## src/rtl/multicycle_control_fsm_if.sv

```systemverilog
// ============================================================================
// multicycle_control_fsm_if : opcode in / control word out bundle between the
// multi-cycle MIPS control sequencer and its datapath.  Rev 1.0
// ============================================================================
`default_nettype none

interface multicycle_control_fsm_if;
  logic [5:0] opcode;
  logic       pcwrite;
  logic       pcwritecond;
  logic       iord;
  logic       memread;
  logic       memwrite;
  logic       irwrite;
  logic       memtoreg;
  logic       regdst;
  logic       regwrite;
  logic       alusrca;
  logic [1:0] alusrcb;
  logic [1:0] aluop;
  logic [1:0] pcsource;
  logic       instrdone;
  logic       illegalop;
  logic [3:0] state;

  // Controller side: samples the opcode, drives the datapath controls.
  modport master (
    input  opcode,
    output pcwrite, pcwritecond, iord, memread, memwrite, irwrite,
           memtoreg, regdst, regwrite, alusrca, alusrcb, aluop,
           pcsource, instrdone, illegalop, state
  );

  // Datapath side: presents IR[31:26], consumes the controls.
  modport slave (
    output opcode,
    input  pcwrite, pcwritecond, iord, memread, memwrite, irwrite,
           memtoreg, regdst, regwrite, alusrca, alusrcb, aluop,
           pcsource, instrdone, illegalop, state
  );
endinterface

`default_nettype wire

```

## src/rtl/multicycle_control_fsm.sv

```systemverilog
// ============================================================================
// multicycle_control_fsm : Moore control sequencer for the multi-cycle MIPS
// datapath (fetch/decode/execute/memory/writeback).  Rev 1.0
// ============================================================================
`default_nettype none

module multicycle_control_fsm #(
  parameter logic [5:0] OP_RTYPE = 6'b000000,
  parameter logic [5:0] OP_LW    = 6'b100011,
  parameter logic [5:0] OP_SW    = 6'b101011,
  parameter logic [5:0] OP_BEQ   = 6'b000100,
  parameter logic [5:0] OP_J     = 6'b000010,
  parameter logic [5:0] OP_ADDI  = 6'b001000
) (
  input  logic                      clk,
  input  logic                      reset,
  multicycle_control_fsm_if.master  bus
);

  typedef enum logic [3:0] {
    S_FETCH  = 4'd0,
    S_DECODE = 4'd1,
    S_MEMADR = 4'd2,
    S_MEMRD  = 4'd3,
    S_MEMWB  = 4'd4,
    S_MEMWR  = 4'd5,
    S_EXEC   = 4'd6,
    S_ALUWB  = 4'd7,
    S_BRANCH = 4'd8,
    S_JUMP   = 4'd9,
    S_ADDIEX = 4'd10,
    S_ADDIWB = 4'd11
  } state_t;

  state_t     r_state;
  state_t     w_next;
  logic       r_is_lw;
  logic       w_illegal;

  logic       w_pcwrite;
  logic       w_pcwritecond;
  logic       w_iord;
  logic       w_memread;
  logic       w_memwrite;
  logic       w_irwrite;
  logic       w_memtoreg;
  logic       w_regdst;
  logic       w_regwrite;
  logic       w_alusrca;
  logic [1:0] w_alusrcb;
  logic [1:0] w_aluop;
  logic [1:0] w_pcsource;
  logic       w_instrdone;

  // The lw/sw choice is made in DECODE and remembered, since opcode is only
  // meaningful in that state.
  always_ff @(posedge clk) begin
    if (reset) begin
      r_state <= S_FETCH;
      r_is_lw <= 1'b0;
    end else begin
      r_state <= w_next;
      if (r_state == S_DECODE) begin
        r_is_lw <= (bus.opcode == OP_LW);
      end
    end
  end

  always_comb begin
    w_next    = S_FETCH;
    w_illegal = 1'b0;
    case (r_state)
      S_FETCH:  w_next = S_DECODE;
      S_DECODE: begin
        case (bus.opcode)
          OP_LW, OP_SW: w_next = S_MEMADR;
          OP_RTYPE:     w_next = S_EXEC;
          OP_BEQ:       w_next = S_BRANCH;
          OP_J:         w_next = S_JUMP;
          OP_ADDI:      w_next = S_ADDIEX;
          default: begin
            w_next    = S_FETCH;
            w_illegal = 1'b1;
          end
        endcase
      end
      S_MEMADR: w_next = r_is_lw ? S_MEMRD : S_MEMWR;
      S_MEMRD:  w_next = S_MEMWB;
      S_EXEC:   w_next = S_ALUWB;
      S_ADDIEX: w_next = S_ADDIWB;
      default:  w_next = S_FETCH;
    endcase
  end

  always_comb begin
    w_pcwrite     = 1'b0;
    w_pcwritecond = 1'b0;
    w_iord        = 1'b0;
    w_memread     = 1'b0;
    w_memwrite    = 1'b0;
    w_irwrite     = 1'b0;
    w_memtoreg    = 1'b0;
    w_regdst      = 1'b0;
    w_regwrite    = 1'b0;
    w_alusrca     = 1'b0;
    w_alusrcb     = 2'b00;
    w_aluop       = 2'b00;
    w_pcsource    = 2'b00;
    w_instrdone   = 1'b0;
    case (r_state)
      S_FETCH: begin
        w_memread = 1'b1;
        w_irwrite = 1'b1;
        w_pcwrite = 1'b1;
        w_alusrcb = 2'b01;
      end
      S_DECODE: w_alusrcb = 2'b11;
      S_MEMADR: begin
        w_alusrca = 1'b1;
        w_alusrcb = 2'b10;
      end
      S_MEMRD: begin
        w_memread = 1'b1;
        w_iord    = 1'b1;
      end
      S_MEMWB: begin
        w_regwrite  = 1'b1;
        w_memtoreg  = 1'b1;
        w_instrdone = 1'b1;
      end
      S_MEMWR: begin
        w_memwrite  = 1'b1;
        w_iord      = 1'b1;
        w_instrdone = 1'b1;
      end
      S_EXEC: begin
        w_alusrca = 1'b1;
        w_aluop   = 2'b10;
      end
      S_ALUWB: begin
        w_regwrite  = 1'b1;
        w_regdst    = 1'b1;
        w_instrdone = 1'b1;
      end
      S_BRANCH: begin
        w_alusrca     = 1'b1;
        w_aluop       = 2'b01;
        w_pcwritecond = 1'b1;
        w_pcsource    = 2'b01;
        w_instrdone   = 1'b1;
      end
      S_JUMP: begin
        w_pcwrite   = 1'b1;
        w_pcsource  = 2'b10;
        w_instrdone = 1'b1;
      end
      S_ADDIEX: begin
        w_alusrca = 1'b1;
        w_alusrcb = 2'b10;
      end
      S_ADDIWB: begin
        w_regwrite  = 1'b1;
        w_instrdone = 1'b1;
      end
      default: ;
    endcase

    // Reset overrides the state decode immediately, so an instruction caught
    // mid-flight issues no write even before the state register clears.
    if (reset) begin
      w_pcwrite     = 1'b0;
      w_pcwritecond = 1'b0;
      w_iord        = 1'b0;
      w_memread     = 1'b1;
      w_memwrite    = 1'b0;
      w_irwrite     = 1'b0;
      w_memtoreg    = 1'b0;
      w_regdst      = 1'b0;
      w_regwrite    = 1'b0;
      w_alusrca     = 1'b0;
      w_alusrcb     = 2'b01;
      w_aluop       = 2'b00;
      w_pcsource    = 2'b00;
      w_instrdone   = 1'b0;
    end
  end

  assign bus.pcwrite     = w_pcwrite;
  assign bus.pcwritecond = w_pcwritecond;
  assign bus.iord        = w_iord;
  assign bus.memread     = w_memread;
  assign bus.memwrite    = w_memwrite;
  assign bus.irwrite     = w_irwrite;
  assign bus.memtoreg    = w_memtoreg;
  assign bus.regdst      = w_regdst;
  assign bus.regwrite    = w_regwrite;
  assign bus.alusrca     = w_alusrca;
  assign bus.alusrcb     = w_alusrcb;
  assign bus.aluop       = w_aluop;
  assign bus.pcsource    = w_pcsource;
  assign bus.instrdone   = w_instrdone;
  assign bus.illegalop   = w_illegal & ~reset;
  assign bus.state       = r_state;

endmodule

`default_nettype wire
```

## src/flat_wrapper.sv

```systemverilog
// flat-port wrapper written by rule: the top's interface ports become plain ports
module multicycle_control_fsm_flat 
#(
  parameter logic [5:0] OP_RTYPE = 6'b000000,
  parameter logic [5:0] OP_LW    = 6'b100011,
  parameter logic [5:0] OP_SW    = 6'b101011,
  parameter logic [5:0] OP_BEQ   = 6'b000100,
  parameter logic [5:0] OP_J     = 6'b000010,
  parameter logic [5:0] OP_ADDI  = 6'b001000
)
  (clk, reset, bus_opcode, bus_pcwrite, bus_pcwritecond, bus_iord, bus_memread, bus_memwrite, bus_irwrite, bus_memtoreg, bus_regdst, bus_regwrite, bus_alusrca, bus_alusrcb, bus_aluop, bus_pcsource, bus_instrdone, bus_illegalop, bus_state);
  multicycle_control_fsm_if bus_i ();
  input  logic clk;
  input  logic reset;
  input wire logic [$bits(bus_i.opcode)-1:0] bus_opcode;
  output wire logic [$bits(bus_i.pcwrite)-1:0] bus_pcwrite;
  output wire logic [$bits(bus_i.pcwritecond)-1:0] bus_pcwritecond;
  output wire logic [$bits(bus_i.iord)-1:0] bus_iord;
  output wire logic [$bits(bus_i.memread)-1:0] bus_memread;
  output wire logic [$bits(bus_i.memwrite)-1:0] bus_memwrite;
  output wire logic [$bits(bus_i.irwrite)-1:0] bus_irwrite;
  output wire logic [$bits(bus_i.memtoreg)-1:0] bus_memtoreg;
  output wire logic [$bits(bus_i.regdst)-1:0] bus_regdst;
  output wire logic [$bits(bus_i.regwrite)-1:0] bus_regwrite;
  output wire logic [$bits(bus_i.alusrca)-1:0] bus_alusrca;
  output wire logic [$bits(bus_i.alusrcb)-1:0] bus_alusrcb;
  output wire logic [$bits(bus_i.aluop)-1:0] bus_aluop;
  output wire logic [$bits(bus_i.pcsource)-1:0] bus_pcsource;
  output wire logic [$bits(bus_i.instrdone)-1:0] bus_instrdone;
  output wire logic [$bits(bus_i.illegalop)-1:0] bus_illegalop;
  output wire logic [$bits(bus_i.state)-1:0] bus_state;
  assign bus_i.opcode = bus_opcode;
  assign bus_pcwrite = bus_i.pcwrite;
  assign bus_pcwritecond = bus_i.pcwritecond;
  assign bus_iord = bus_i.iord;
  assign bus_memread = bus_i.memread;
  assign bus_memwrite = bus_i.memwrite;
  assign bus_irwrite = bus_i.irwrite;
  assign bus_memtoreg = bus_i.memtoreg;
  assign bus_regdst = bus_i.regdst;
  assign bus_regwrite = bus_i.regwrite;
  assign bus_alusrca = bus_i.alusrca;
  assign bus_alusrcb = bus_i.alusrcb;
  assign bus_aluop = bus_i.aluop;
  assign bus_pcsource = bus_i.pcsource;
  assign bus_instrdone = bus_i.instrdone;
  assign bus_illegalop = bus_i.illegalop;
  assign bus_state = bus_i.state;
  multicycle_control_fsm #(.OP_RTYPE(OP_RTYPE), .OP_LW(OP_LW), .OP_SW(OP_SW), .OP_BEQ(OP_BEQ), .OP_J(OP_J), .OP_ADDI(OP_ADDI)) u_core (.clk(clk), .reset(reset), .bus(bus_i));
endmodule
```

## config.mk

```make
export PLATFORM = sky130hd
export DESIGN_NAME = multicycle_control_fsm_flat
export DESIGN_NICKNAME = d
export VERILOG_FILES = /design/src/rtl/multicycle_control_fsm_if.sv /design/src/rtl/multicycle_control_fsm.sv /design/src/flat_wrapper.sv
export SDC_FILE = /design/constraint.sdc
export NUM_CORES = 1
export LEC_CHECK = 0
export ABC_AREA = 1
export CELL_PAD_IN_SITES_DETAIL_PLACEMENT = 2
export CELL_PAD_IN_SITES_GLOBAL_PLACEMENT = 2
export CORE_UTILIZATION = 16
export DETAILED_ROUTE_END_ITERATION = 6
export GPL_TIMING_DRIVEN = 0
export PLACE_DENSITY = 0.74
export SETUP_SLACK_MARGIN = 0.3
export SYNTH_ARGS = -nofsm -noshare
export SYNTH_HDL_FRONTEND = slang
export SYNTH_SLANG_ARGS = --single-unit
export TNS_END_PERCENT = 1
```

## constraint.sdc

```tcl
create_clock -name clk -period 1.4 [get_ports clk]
set_input_delay 0.35 -clock clk [delete_from_list [all_inputs] [get_ports clk]]
set_output_delay 0.35 -clock clk [all_outputs]
set_load 0.01 [all_outputs]
```

# After elaboration in Yosys (flattened, before gate mapping)
# Index checks and enable logic that the tools add are counted.
dict set report op_classes {
  n_eq_ne 16
  muxes 33
  bitwise 2
  reduce_logical 11
}
# operator count
set ops {}
lappend ops {{$mux 1} 24}
lappend ops {{$pmux 4 s6} 1}
lappend ops {{$pmux 4 s5} 1}
lappend ops {{$eq 4x3->1 const B} 4}
lappend ops {{$eq 4x4->1 const B} 4}
lappend ops {{$eq 6x6->1 const B} 2}
lappend ops {{$reduce_or 6->1} 2}
lappend ops {{$reduce_or 2->1} 5}
lappend ops {{$eq 4x2->1 const B} 2}
lappend ops {{$pmux 2 s2} 2}
lappend ops {{$eq 6x2->1 const B} 1}
lappend ops {{$eq 6x3->1 const B} 1}
lappend ops {{$eq 6x4->1 const B} 1}
lappend ops {{$logic_not 6->1} 1}
lappend ops {{$mux 2} 3}
lappend ops {{$pmux 2 s3} 1}
lappend ops {{$eq 4x1->1 const B} 1}
lappend ops {{$logic_not 4->1} 1}
lappend ops {{$reduce_or 4->1} 1}
lappend ops {{$mux 3} 1}
lappend ops {{$reduce_or 3->1} 1}
lappend ops {{$and 1x1->1} 1}
lappend ops {{$not 1->1} 1}
dict set report word_totals {
  regBits 5
  in_bits 8
  output_inout_bits 22
  wordCells 64
}

# Depth between registers and ports, before layout
dict set report depth {
  depth_word 5
  depth_mapped 7
  ltp_nobuf 7
}

# Least setup slack after synthesis
# No wires, ideal clock.
dict set report synth_timing {
  kind {register -> output}
  from {reg u_core.r_state[0], in the netlist u_core.bus.state[0]}
  to {out bus_illegalop}
  arrival_time_ns 1.060
  required_ns 1.050
  path_slack_ns -0.010
  path_stages_with_launch 7
  path_buffers 0
  path_cell_list {dfxtp_1 inv_2 nor2_2 nand2_2 inv_2 nand2_2 nor3_2}
}
dict set report synth_between {
  elab_chain_len 3
}
# element line_no
set synth_lines {}
lappend synth_lines {{start: declaration} multicycle_control_fsm.sv:35} ;# state_t r_state;
lappend synth_lines {{start signal: assignment} multicycle_control_fsm.sv:62} ;# r_state <= w_next;
lappend synth_lines {{$eq 4x1->1} multicycle_control_fsm.sv:72} ;# case (r_state)
lappend synth_lines {{$mux 1} multicycle_control_fsm.sv:72}
lappend synth_lines {{$and 1x1->1} multicycle_control_fsm.sv:202} ;# assign bus.illegalop = w_illegal & ~reset;
lappend synth_lines {{end: declaration} flat_wrapper.sv:30} ;# output wire logic [$bits(bus_i.illegalop)-1:0] bus_illegalop;
# Every way passes these cells.

# Worst setup path after layout
dict set report layout_timing {
  from {reg u_core.r_state[3], in the netlist u_core.bus.state[3]}
  to {out bus_illegalop}
}
# The elaborated chain is that of the path after synthesis.

==> results by group <==
Global routing
  – Number of global-route vias before repair: 873
  – Initial antenna violation count: 0
  – Largest net degree at the start of global routing: 11
  – Total Routing Usage GR: 15.83%
  – First-pass GRT wire length: roughly 4.2 mm
  – GRT overflow: 0

Route
  – Average wire per standard cell: roughly 14 um
  – Iteration-0 DRC count of the detailed router: 12
  – Final wirelength: 2.657 mm
  – Total DRC errors in the routed layout: 0
  – Via count normalized by instance count: between 4 and 5
  – Count of antenna-violating nets left after detailed routing: 0
  – Number of optimization iterations in the first detailed-route pass: 2
  – Count of vias placed by the detailed router: 810

Die
  – Placement Rows: 20
  – Chip height: about 60 um
  – I/O pins: 30
  – Core Box Area: approximately 3100 um^2
  – Width of the chip: 59.92 um
  – Initial standard-cell utilization of the core: 17.16%
  – Die area: roughly 3600 um^2

Timing
  – Final setup margin: -244.3 ps
  – Final period utilization: 117.5%
  – Count of final setup violators: 18
  – Minimum clock period after layout: 1644 ps
  – Number of failing hold endpoints at the final stage: 0
  – Setup clock skew after layout: between 0.6 and 0.7 ps
  – Max Slew Vio Count: 0
  – Worst Tran Pin Value: between 150 and 200 ps
  – RSZ-0062 raised after global routing: true
  – Highest clock frequency the design can meet: between 600 and 700 MHz
  – Slew margin rel.: between 80% and 90%

Placed design
  – Final weighted congestion of routability-driven global placement: between 0.7 and 0.8
  – Number of instances in the placed design: 176
  – DP Worst Slack: -924.4 ps
  – Post-detail-place hpwl: 1.812 mm
  – Input/output buffers: 29

Setup path
  – Critical path's slowest cell: dfxtp_4
  – Maximum fanout encountered on the critical timing path: 5
  – Critical path launch point type: register
  – Worst Setup End Kind: primary output
  – Critical path data arrival time: roughly 1300 ps
  – Worst-case register-to-register setup slack: ~110 ps
  – Critical path cell sequence: nor2_4, nand2_2, inv_2, nand2_4, nor3_4, buf_2
  – Launch point of the critical path: u_core.bus.state[3]
  – Launch instance of the worst register-to-register path: u_core.bus.state[3]
  – Critical path's largest stage delay: around 370 ps
  – Cell depth of the worst flop-to-flop path: 7
  – Type of the setup path with the least slack: reg2out
  – End of the worst register-to-register path: u_core.bus.state[1]
  – Worst path required time: ~1100 ps
  – Worst setup path endpoint: bus_illegalop

Finish
  – Final Instance Count excl. Fillers: ~190
  – Number of inserted filler cells in the final layout: ~380
  – Layout overhead on the synthesized area: 108.6%
  – Fraction of final layout cells with drive strength greater than 1: 61.90%
  – Final core occ: a little over a third
  – Number of nets in the layout: approximately 160
  – Antenna diode count: 0

Worst hold path
  – Class of the tightest hold or removal check: reg2reg
  – Worst hold path depth: 2
  – Hold wc startpoint: u_core.r_is_lw

Clocking
  – TritonCTS clock tree: yes
  – CTS clk-pin slew, worst paths: 40 ps
  – Maximum level of the CTS H-tree: 1
  – Root Buffer: clkbuf_4
  – CTS buffer count: 3
  – Buffer levels on the longest clock path: 2
  – Number of clock sinks: 5
  – Clock latency at the later pin of the worst-skew pair: roughly 240 ps

Synthesis
  – Fraction of registers with async set/reset: 0%
  – Syn Area/Cell: between 5 and 6 um^2
  – Library cell with the highest instance count after synthesis: nand2_1
  – Unique cell type count in the Yosys netlist: 19
  – Part of the Yosys area used for sequential elements: 18.65%
  – Most used flip-flop cell after synthesis: dfxtp_1
  – Library cell occupying the most area in the post-synthesis netlist: nand2_1
  – FF+latch count, synth: 5
  – EDFF count, synth: 0
  – Largest cells by area after synthesis: nand2_1, dfxtp_1, nor2_1
  – Post-Synthesis Net Count: approximately 110
  – Cells after synthesis: 103
  – Share of Yosys cell area claimed by the top area cell type: between 20% and 30%
  – Number of warning messages in the yosys log: 0
  – Synth Cell Area: ~540 um^2
  – Commonest cells in the synthesized netlist: nand2_1, nor2_1, inv_1

Flow run
  – Maximum capacitance violations: 0

Outcome
  – Violated checks: negative setup slack
  – Result of the run: complete, but fails checks

Pwr
  – Leakage power total: between 0.5 and 0.6 nW
  – Worst ir drop on vdd: 0.0003931 V
  – P per Cell Area: between 400 and 500 nW/um^2
-- what timing repair did --
| action | 4_1_cts | 5_1_grt |
|---|---|---|
| gates resized for setup | 130 | 12 |
| setup endpoints to repair | 27 | 26 |
| pin swaps | 7 | 5 |
| setup buffers | 10 | 1 |
| hold buffers | 0 | 0 |
| cloned | 0 | 0 |
| hold endpoints to repair | 0 | 0 |
-- critical path: cells and delay by family (launching register included) --
kind | cells | cell delay, ps
simple gates | 4 | 430
buf+inv | 2 | 240
flops | 1 | 370
-- cell families (layout without fill, tap and decap cells) --
| family | count (synthesis) | after routing | share of synthesized area [%] |
|---|---|---|---|
| compound gates | 13 | 13 | 13.75 |
| buf+inv | 21 | 65 | 15.38 |
| flops | 5 | 5 | 18.65 |
| simple gates | 64 | 64 | 52.21 |
-- cell type report --
class | instances | area, um^2 | area share (%)
Clock buffer | 4 | 26.28 | 2.346
Timing Repair Buffer | 40 | 285.3 | 25.47
Buffer | 2 | 15.01 | 1.341
Inverter | 19 | 86.33 | 7.710
Tap cell | 44 | 55.05 | 4.916
Multi-Input combinational cell | 77 | 536.8 | 47.93
Sequential cell | 5 | 115.1 | 10.28
-- power by group --
| part | total, mW | switching [mW] | internal (mW) | leakage (nW) |
|---|---|---|---|---|
| combinational | 0.194 | 0.110 | 0.0835 | 0.504 |
| clock | 0.169 | 0.0612 | 0.108 | 0.0150 |
| sequential | 0.152 | 0.0105 | 0.141 | 0.0435 |
| total | 0.515 | 0.182 | 0.333 | 0.563 |
-- routing by layer --
metal / track usage [%] / wire length (um) / share of wire, % / vias up
met5: 0 / 0 / 0 / -
met3: 3.463 / 102 / 3.8 / 0
met4: 1.993 / 0 / 0 / 0
met1: 19.01 / 1137 / 43 / 384
li1: - / - / - / 406
met2: 29.21 / 1417 / 53 / 20
-- placed cells by master, fill, tap and decap left out, drive strengths merged --
master	instances
nand2	34
buf	32
nor2	24
inv	19
dlygate4sd2	7
a21oi	6
nand3	5
dfxtp	5
clkbuf	4
o21ai	4
clkdlybuf4s15	3
o22ai	2
nor3	1
o31ai	1
-- registers in the layout, indices dropped and copies added (netlist names) --
register	count
u_core.bus.state	4
u_core.r_is_lw	1
-- through the flow --
| stage | setup TNS, ps | hold slack, ps | total power [mW] | area (um^2) |
|---|---|---|---|---|
| after floorplan | 0 | 457.2 | 0.2278 | 584.3 |
| after global placement | -14330 | 481.6 | 0.2977 | 929.6 |
| final | -2295 | 499.9 | 0.5146 | 1120 |
| after CTS | -2035 | 498.5 | 0.5058 | 1086 |
| after global routing | -3658 | 527.6 | 0.5563 | 1120 |
| after detailed placement | -14940 | 493.9 | 0.3012 | 929.6 |
-- how the worst min path moves through the flow --
stage	endpoint	slack, ps
2_1_floorplan	u_core.r_is_lw	460
3_3_place_gp	u_core.r_is_lw	480
3_5_place_dp	u_core.r_is_lw	490
4_1_cts	u_core.r_is_lw	500
5_1_grt	u_core.r_is_lw	530
6_report	u_core.r_is_lw	500
Note: power is estimated with default switching activity, not from simulation.
